<file path="src/rtl/vec_mem_ctrl_if.sv">
// ============================================================================
//  Module   : vec_mem_ctrl_if
//  Purpose  : Core request/response and memory-side bus of vec_mem_ctrl.
//  Revision : 1.0  initial release
// ============================================================================
`default_nettype none

interface vec_mem_ctrl_if;
   logic         req;
   logic         we;
   logic [15:0]  addr;
   logic [3:0]   len;
   logic [255:0] wvec;
   logic         ready;
   logic         done;
   logic         ovf;
   logic         rvalid;
   logic [15:0]  rdata;
   logic [255:0] rvec;
   logic [15:0]  mem_addr;
   logic         mem_rd;
   logic         mem_wr;
   logic [15:0]  mem_wdata;
   logic [15:0]  mem_rdata;

   modport slave (
      input  req, we, addr, len, wvec, mem_rdata,
      output ready, done, ovf, rvalid, rdata, rvec,
             mem_addr, mem_rd, mem_wr, mem_wdata
   );

   modport master (
      output req, we, addr, len, wvec, mem_rdata,
      input  ready, done, ovf, rvalid, rdata, rvec,
             mem_addr, mem_rd, mem_wr, mem_wdata
   );
endinterface

`default_nettype wire

</file>
<file path="src/rtl/vec_mem_ctrl.sv">
// ============================================================================
//  Module   : vec_mem_ctrl
//  Purpose  : Scalar/vector burst memory controller with fixed-latency reads.
//  Revision : 1.0  initial release
// ============================================================================
`default_nettype none

module vec_mem_ctrl #(
   parameter int MEM_LAT = 2
) (
   input  wire logic     Clk1,
   input  wire logic     Reset,
   vec_mem_ctrl_if.slave bus
);

   typedef enum logic [2:0] {
      S_IDLE     = 3'd0,
      S_RD_ISSUE = 3'd1,
      S_RD_DRAIN = 3'd2,
      S_WR       = 3'd3,
      S_DONE     = 3'd4
   } state_t;

   state_t         r_state;
   state_t         w_state_next;

   logic [15:0]    r_addr;
   logic [3:0]     r_len;
   logic [255:0]   r_wvec;
   logic [3:0]     r_beat;
   logic [3:0]     r_ret;
   logic           r_ovf_acc;
   logic [MEM_LAT-1:0] r_tok;

   logic           r_done;
   logic           r_ovf;
   logic           r_rvalid;
   logic [15:0]    r_rdata;
   logic [255:0]   r_rvec;
   logic [15:0]    r_mem_addr;
   logic           r_mem_rd;
   logic           r_mem_wr;
   logic [15:0]    r_mem_wdata;

   logic           w_accept;
   logic           w_ret;
   logic           w_ret_last;
   logic           w_last_beat;
   logic           w_wrap;
   logic [3:0]     w_beat_inc;
   logic [15:0]    w_next_addr;
   logic [15:0]    w_wword;

   logic [3:0]     w_beat_next;
   logic           w_ovf_acc_next;
   logic           w_mem_rd_next;
   logic           w_mem_wr_next;
   logic [15:0]    w_mem_addr_next;
   logic [15:0]    w_mem_wdata_next;
   logic           w_done_next;
   logic           w_ovf_next;

   assign w_accept    = bus.req && (r_state == S_IDLE);
   assign w_ret       = r_tok[MEM_LAT-1];
   assign w_ret_last  = w_ret && (r_ret == r_len);
   assign w_last_beat = (r_beat == r_len);
   assign w_beat_inc  = r_beat + 4'd1;
   assign w_next_addr = r_addr + {12'd0, w_beat_inc};
   assign w_wword     = r_wvec[{w_beat_inc, 4'b0000} +: 16];
   // Current beat address passed 0xFFFF iff addr + beat overflows 16 bits.
   assign w_wrap      = (r_addr > (16'hFFFF - {12'd0, r_beat}));

   always_comb begin
      w_state_next     = r_state;
      w_beat_next      = r_beat;
      w_ovf_acc_next   = r_ovf_acc;
      w_mem_rd_next    = 1'b0;
      w_mem_wr_next    = 1'b0;
      w_mem_addr_next  = r_mem_addr;
      w_mem_wdata_next = r_mem_wdata;
      w_done_next      = 1'b0;
      w_ovf_next       = 1'b0;
      case (r_state)
         S_IDLE: begin
            if (w_accept) begin
               w_beat_next     = 4'd0;
               w_ovf_acc_next  = 1'b0;
               w_mem_addr_next = bus.addr;
               if (bus.we) begin
                  w_state_next     = S_WR;
                  w_mem_wr_next    = 1'b1;
                  w_mem_wdata_next = bus.wvec[15:0];
               end else begin
                  w_state_next  = S_RD_ISSUE;
                  w_mem_rd_next = 1'b1;
               end
            end
         end
         S_RD_ISSUE: begin
            w_ovf_acc_next = r_ovf_acc | w_wrap;
            if (w_last_beat) begin
               w_state_next = S_RD_DRAIN;
            end else begin
               w_beat_next     = w_beat_inc;
               w_mem_rd_next   = 1'b1;
               w_mem_addr_next = w_next_addr;
            end
         end
         S_RD_DRAIN: begin
            if (w_ret_last) begin
               w_state_next = S_DONE;
               w_done_next  = 1'b1;
               w_ovf_next   = r_ovf_acc;
            end
         end
         S_WR: begin
            w_ovf_acc_next = r_ovf_acc | w_wrap;
            if (w_last_beat) begin
               w_state_next = S_DONE;
               w_done_next  = 1'b1;
               w_ovf_next   = r_ovf_acc | w_wrap;
            end else begin
               w_beat_next      = w_beat_inc;
               w_mem_wr_next    = 1'b1;
               w_mem_addr_next  = w_next_addr;
               w_mem_wdata_next = w_wword;
            end
         end
         S_DONE: begin
            w_state_next = S_IDLE;
         end
         default: begin
            w_state_next = S_IDLE;
         end
      endcase
   end

   always_ff @(posedge Clk1 or posedge Reset) begin
      if (Reset) begin
         r_state <= S_IDLE;
      end else begin
         r_state <= w_state_next;
      end
   end

   always_ff @(posedge Clk1 or posedge Reset) begin
      if (Reset) begin
         r_addr      <= 16'd0;
         r_len       <= 4'd0;
         r_wvec      <= '0;
         r_beat      <= 4'd0;
         r_ovf_acc   <= 1'b0;
         r_mem_rd    <= 1'b0;
         r_mem_wr    <= 1'b0;
         r_mem_addr  <= 16'd0;
         r_mem_wdata <= 16'd0;
         r_done      <= 1'b0;
         r_ovf       <= 1'b0;
      end else begin
         if (w_accept) begin
            r_addr <= bus.addr;
            r_len  <= bus.len;
            if (bus.we) begin
               r_wvec <= bus.wvec;
            end
         end
         r_beat      <= w_beat_next;
         r_ovf_acc   <= w_ovf_acc_next;
         r_mem_rd    <= w_mem_rd_next;
         r_mem_wr    <= w_mem_wr_next;
         r_mem_addr  <= w_mem_addr_next;
         r_mem_wdata <= w_mem_wdata_next;
         r_done      <= w_done_next;
         r_ovf       <= w_ovf_next;
      end
   end

   // Token pipeline mirrors the memory latency; its tail marks valid mem_rdata.
   always_ff @(posedge Clk1 or posedge Reset) begin
      if (Reset) begin
         r_tok    <= '0;
         r_ret    <= 4'd0;
         r_rvalid <= 1'b0;
         r_rdata  <= 16'd0;
         r_rvec   <= '0;
      end else begin
         r_tok[0] <= r_mem_rd;
         for (int k = 1; k < MEM_LAT; k++) begin
            r_tok[k] <= r_tok[k-1];
         end
         r_rvalid <= w_ret;
         if (w_accept) begin
            r_ret  <= 4'd0;
            r_rvec <= '0;
         end else if (w_ret) begin
            r_ret                            <= r_ret + 4'd1;
            r_rdata                          <= bus.mem_rdata;
            r_rvec[{r_ret, 4'b0000} +: 16]   <= bus.mem_rdata;
         end
      end
   end

   assign bus.ready     = (r_state == S_IDLE);
   assign bus.done      = r_done;
   assign bus.ovf       = r_ovf;
   assign bus.rvalid    = r_rvalid;
   assign bus.rdata     = r_rdata;
   assign bus.rvec      = r_rvec;
   assign bus.mem_addr  = r_mem_addr;
   assign bus.mem_rd    = r_mem_rd;
   assign bus.mem_wr    = r_mem_wr;
   assign bus.mem_wdata = r_mem_wdata;

endmodule

`default_nettype wire

</file>
<file path="src/flat_wrapper.sv">
// flat-port wrapper written by rule: the top's interface ports become plain ports
module vec_mem_ctrl_flat 
#(
   parameter int MEM_LAT = 2
)
  (Clk1, Reset, bus_req, bus_we, bus_addr, bus_len, bus_wvec, bus_mem_rdata, bus_ready, bus_done, bus_ovf, bus_rvalid, bus_rdata, bus_rvec, bus_mem_addr, bus_mem_rd, bus_mem_wr, bus_mem_wdata);
  vec_mem_ctrl_if bus_i ();
  input  wire logic Clk1;
  input  wire logic Reset;
  input wire logic [$bits(bus_i.req)-1:0] bus_req;
  input wire logic [$bits(bus_i.we)-1:0] bus_we;
  input wire logic [$bits(bus_i.addr)-1:0] bus_addr;
  input wire logic [$bits(bus_i.len)-1:0] bus_len;
  input wire logic [$bits(bus_i.wvec)-1:0] bus_wvec;
  input wire logic [$bits(bus_i.mem_rdata)-1:0] bus_mem_rdata;
  output wire logic [$bits(bus_i.ready)-1:0] bus_ready;
  output wire logic [$bits(bus_i.done)-1:0] bus_done;
  output wire logic [$bits(bus_i.ovf)-1:0] bus_ovf;
  output wire logic [$bits(bus_i.rvalid)-1:0] bus_rvalid;
  output wire logic [$bits(bus_i.rdata)-1:0] bus_rdata;
  output wire logic [$bits(bus_i.rvec)-1:0] bus_rvec;
  output wire logic [$bits(bus_i.mem_addr)-1:0] bus_mem_addr;
  output wire logic [$bits(bus_i.mem_rd)-1:0] bus_mem_rd;
  output wire logic [$bits(bus_i.mem_wr)-1:0] bus_mem_wr;
  output wire logic [$bits(bus_i.mem_wdata)-1:0] bus_mem_wdata;
  assign bus_i.req = bus_req;
  assign bus_i.we = bus_we;
  assign bus_i.addr = bus_addr;
  assign bus_i.len = bus_len;
  assign bus_i.wvec = bus_wvec;
  assign bus_i.mem_rdata = bus_mem_rdata;
  assign bus_ready = bus_i.ready;
  assign bus_done = bus_i.done;
  assign bus_ovf = bus_i.ovf;
  assign bus_rvalid = bus_i.rvalid;
  assign bus_rdata = bus_i.rdata;
  assign bus_rvec = bus_i.rvec;
  assign bus_mem_addr = bus_i.mem_addr;
  assign bus_mem_rd = bus_i.mem_rd;
  assign bus_mem_wr = bus_i.mem_wr;
  assign bus_mem_wdata = bus_i.mem_wdata;
  vec_mem_ctrl #(.MEM_LAT(MEM_LAT)) u_core (.Clk1(Clk1), .Reset(Reset), .bus(bus_i));
endmodule
</file>
<file path="config.mk">
export PLATFORM = sky130hd
export DESIGN_NAME = vec_mem_ctrl_flat
export DESIGN_NICKNAME = d
export VERILOG_FILES = /design/src/rtl/vec_mem_ctrl_if.sv /design/src/rtl/vec_mem_ctrl.sv /design/src/flat_wrapper.sv
export SDC_FILE = /design/constraint.sdc
export NUM_CORES = 1
export LEC_CHECK = 0
export BUFFER_PORTS_ARGS = -buffer_cell sky130_fd_sc_hd__clkbuf_2
export CAP_MARGIN = 5
export CORE_AREA = 4 4 236 238
export DETAILED_ROUTE_END_ITERATION = 8
export DIE_AREA = 0 0 240 242
export GPL_TIMING_DRIVEN = 0
export PLACE_DENSITY = 0.82
export REMOVE_ABC_BUFFERS = 1
export SLEW_MARGIN = 20
export SYNTH_ARGS = -nofsm -noshare
export SYNTH_HDL_FRONTEND = slang
export SYNTH_SLANG_ARGS = --single-unit
</file>
<file path="constraint.sdc">
create_clock -name Clk1 -period 18.9 [get_ports Clk1]
set_clock_uncertainty 0.05 [all_clocks]
set_input_delay 0 -clock Clk1 [delete_from_list [all_inputs] [get_ports Clk1]]
set_output_delay 0 -clock Clk1 [all_outputs]
set_load 0.05 [all_outputs]
</file>
==> impl_metrics.ini <==
[yosys]
synth_edf_count = 0
synth_area_sq_um = 25600
ys.warnings.count = 0
ys_ff_latch = 599
synth_flop_cell = dfrtp_1
synth-async-reset-ratio_pct = 100
ys_seq_area_share_pct = 58.6
postSynthAreaPerCell_sq_um = 10.7
yosysUniqueCellTypes = 67
synth_cells = 2386

[floorplan]
num_io_pins = 606
die_h_microns = 242
initial_core_util_pct = 47.7
row_count = 85
fp.dieW_microns = 240
fp.coreArea_sq_um = 53600
dieArea_sq_um = 58100

[run]
cap_violations = 0

[cells_and_area]
final_common_cell = nand2_1
areaGrowthSynthToFinish_pct = 35.7
drive_gt1_share_pct = 26.2
fin_area_sq_um = 34700
final_cell_mix = 912 x nand2_1, 605 x clkbuf_2, 598 x dfrtp_1
multi_input_area_sq_um = 9850
regArea_sq_um = 15000
fill_cells = 3575
nNetsFinal = 3540

[hold_path]
min_from = bus_wvec[234]
hold_path_depth = 4
worstHoldEndpoint = u_core.r_wvec[234]$_DFFE_PP0P_
hold_class = input port to flop

[clock_tree]
path_clk_slew_ns = 0.06
post-cts-setup-buffers = 0
cts.sinks = 599
ctsHtreeMaxLevel = 2
cts_max_path_buffers = 3
cts_buffers = 61
clk_latency_ns = 0.62
cts-resized-gates = 0
clockRootBuffer = clkbuf_16
cts_tree = built

[route]
num_vias = 23700
ant_nets = 0
viasPerCell = 5.94
route.detailed.drc = 0
drt_iter0_markers = 2655
drt_wl_total_microns = 96000
wl_per_cell_microns = 24.1
drt_first_pass_iters = 8

[global_route]
grt_pass1_wl_microns = 146000
grt_max_degree = 109
track_usage_pct = 32.4
grt_pass1_vias = 24300
antenna_found_initial = 12
grt-ovfl-total = 0

[worst_setup_path]
crit_required_ns = 19.35
critPathKind = flop to flop
critPathMaxFanout = 34
worstPathArrival_ns = 5.03
start_kind = flop
r2r_slack_ns = 14.32
timing.rr.start = u_core.r_beat[0]$_DFFE_PP0P_
end_kind = flop
r2r_cells = 9
reg2reg_to = u_core.bus.mem_addr[10]$_DFFE_PP0P_

[sta]
worst_pin_slew_ns = 1.11
rsz0062_at_grt = no
setup_tns_ns = 0
slew_viol_final = 0
period_share_pct = 24.3
fin_crit_ns = 4.58
max_freq_mhz = 218
slew_headroom_pct = 25.3
report.final.hold_viol_count = 0
worst_slack_ns = 14.32
setup_viol = 0

[pwr]
p_leak_nw = 18.0
p_per_area_nw_per_um2 = 170
ir_drop_v = 0.000102

[place]
dp_slack_ns = 14.36
postPlaceCellArea_sq_um = 29400
io_buffers = 605
place_congestion = 0.880
post-dp-hpwl_microns = 54500

[run_status]
status = finished, final reports clean
-- critical path, cell delays in order, from the launching register on --
cell	delay (ns)
dfrtp_4	0.62
ha_4	0.24
xnor2_2	0.56
clkinv_2	0.78
ha_1	0.61
a21o_1	0.19
a21oi_1	0.62
nor3b_1	0.15
or3_1	0.34
a32o_1	0.23
-- per-stage QoR --
stage / hold WS [ns] / cells / utilization [%] / power (mW)
after floorplan: 0.0554 / 2208 / - / 3.69
after global placement: 0.140 / 3509 / 53.4 / 4.35
after detailed placement: 0.0352 / 3539 / 54.8 / 4.40
after CTS: 0.00746 / 3970 / 64.7 / 5.72
after global routing: 0.0523 / 3979 / 64.7 / 6.14
final: 0.0701 / 3982 / 64.8 / 5.89
-- power breakdown --
group | internal (mW) | switching, mW
clock network | 0.738 | 0.522
registers | 1.75 | 0.386
logic | 0.870 | 1.63
total | 3.36 | 2.54
-- cell type report --
type	count	share of cell area, %
Inverter	11	0.144
Antenna cell	12	0.0865
Sequential cell	599	43.2
Clock inverter	25	0.948
Tap cell	696	2.51
Timing Repair Buffer	959	19.7
Multi-Input combinational cell	1598	28.4
Clock buffer	82	5.01
-- state kept, by name, summed over array words and instances (netlist names), 16 cells and up --
register and flops:
u_core.bus.mem_addr 16, u_core.bus.mem_wdata 16, u_core.bus.rdata 16, u_core.bus.rvec 256, u_core.r_addr 16, u_core.r_wvec 256
-- timing repair --
item                                   CTS  global route
setup endpoints to repair                0             0
hold buffers                           324             0
endpoints found under the hold margin  619             0
-- synth_stat cells (2+ instances only) --
cell      count  share of area, %
a21o_1        7              0.21
clkbuf_1     71               1.0
a32oi_1      18              0.62
a22o_1      186               6.4
a31oi_1       4             0.098
a22oi_1       2             0.059
nand4_1       8              0.20
and3b_1       2             0.069
nor3_1        5             0.098
nand2_1     913                13
nor2_2        3             0.073
o31ai_1       2             0.059
dfrtp_1     599                59
and2_1        6              0.15
o21ai_0      16              0.31
a21oi_2       5              0.17
a21boi_0      3             0.088
mux2_2       16              0.70
and4_1        3              0.10
o21a_1        6              0.18
mux2i_1      89               3.5
a32o_1        2             0.078
xnor2_1      11              0.38
nor2_1      106               1.6
buf_4        18              0.53
mux4_2       64               5.6
o211ai_1      9              0.26
a21oi_1      12              0.23
nand4_2       2             0.098
inv_1        10              0.15
or4_1         6              0.18
nor3_2        4              0.16
buf_2        67               1.3
buf_1        21              0.31
xor2_1        9              0.31
ha_1         13              0.64
nand3_1      27              0.53
nor2b_1       5              0.12
nor3b_1       3             0.088
or3_1         4             0.098
nand2b_1      3             0.073
-- worst max-delay path by stage --
stage	start	end	slack, ns
after floorplan	Reset	u_core.bus.done$_DFF_PP0_	2.08
after global placement	Reset	u_core.r_wvec[242]$_DFFE_PP0P_	-4.06
after detailed placement	u_core.r_beat[0]$_DFFE_PP0P_	u_core.bus.mem_addr[10]$_DFFE_PP0P_	14.36
after CTS	u_core.r_beat[0]$_DFFE_PP0P_	u_core.bus.mem_addr[10]$_DFFE_PP0P_	14.32
after global routing	u_core.r_beat[0]$_DFFE_PP0P_	u_core.bus.mem_addr[10]$_DFFE_PP0P_	14.14
final	u_core.r_beat[0]$_DFFE_PP0P_	u_core.bus.mem_addr[10]$_DFFE_PP0P_	14.32
-- cell families after synthesis --
logic type / share of synthesized area (%)
muxes: 9.82
xor gates and xnor gates: 0.793
and+or+nand+nor: 17.5
AOI/OAI and AO/OA: 9.11
buffers and inverters: 3.40
adders and majority gates: 0.714
DFF: 58.6
-- metal layers --
layer	vias to the layer above	track usage, %	wire length [microns]	part of all wire, %
met3	559	8.85	10500	11
li1	9767	-	-	-
met5	-	0	35	0.036
met2	1969	51.6	44400	46
met4	6	20.6	7940	8.3
met1	11400	38.8	33100	34
No activity file was read; power rests on OpenSTA's default activity.
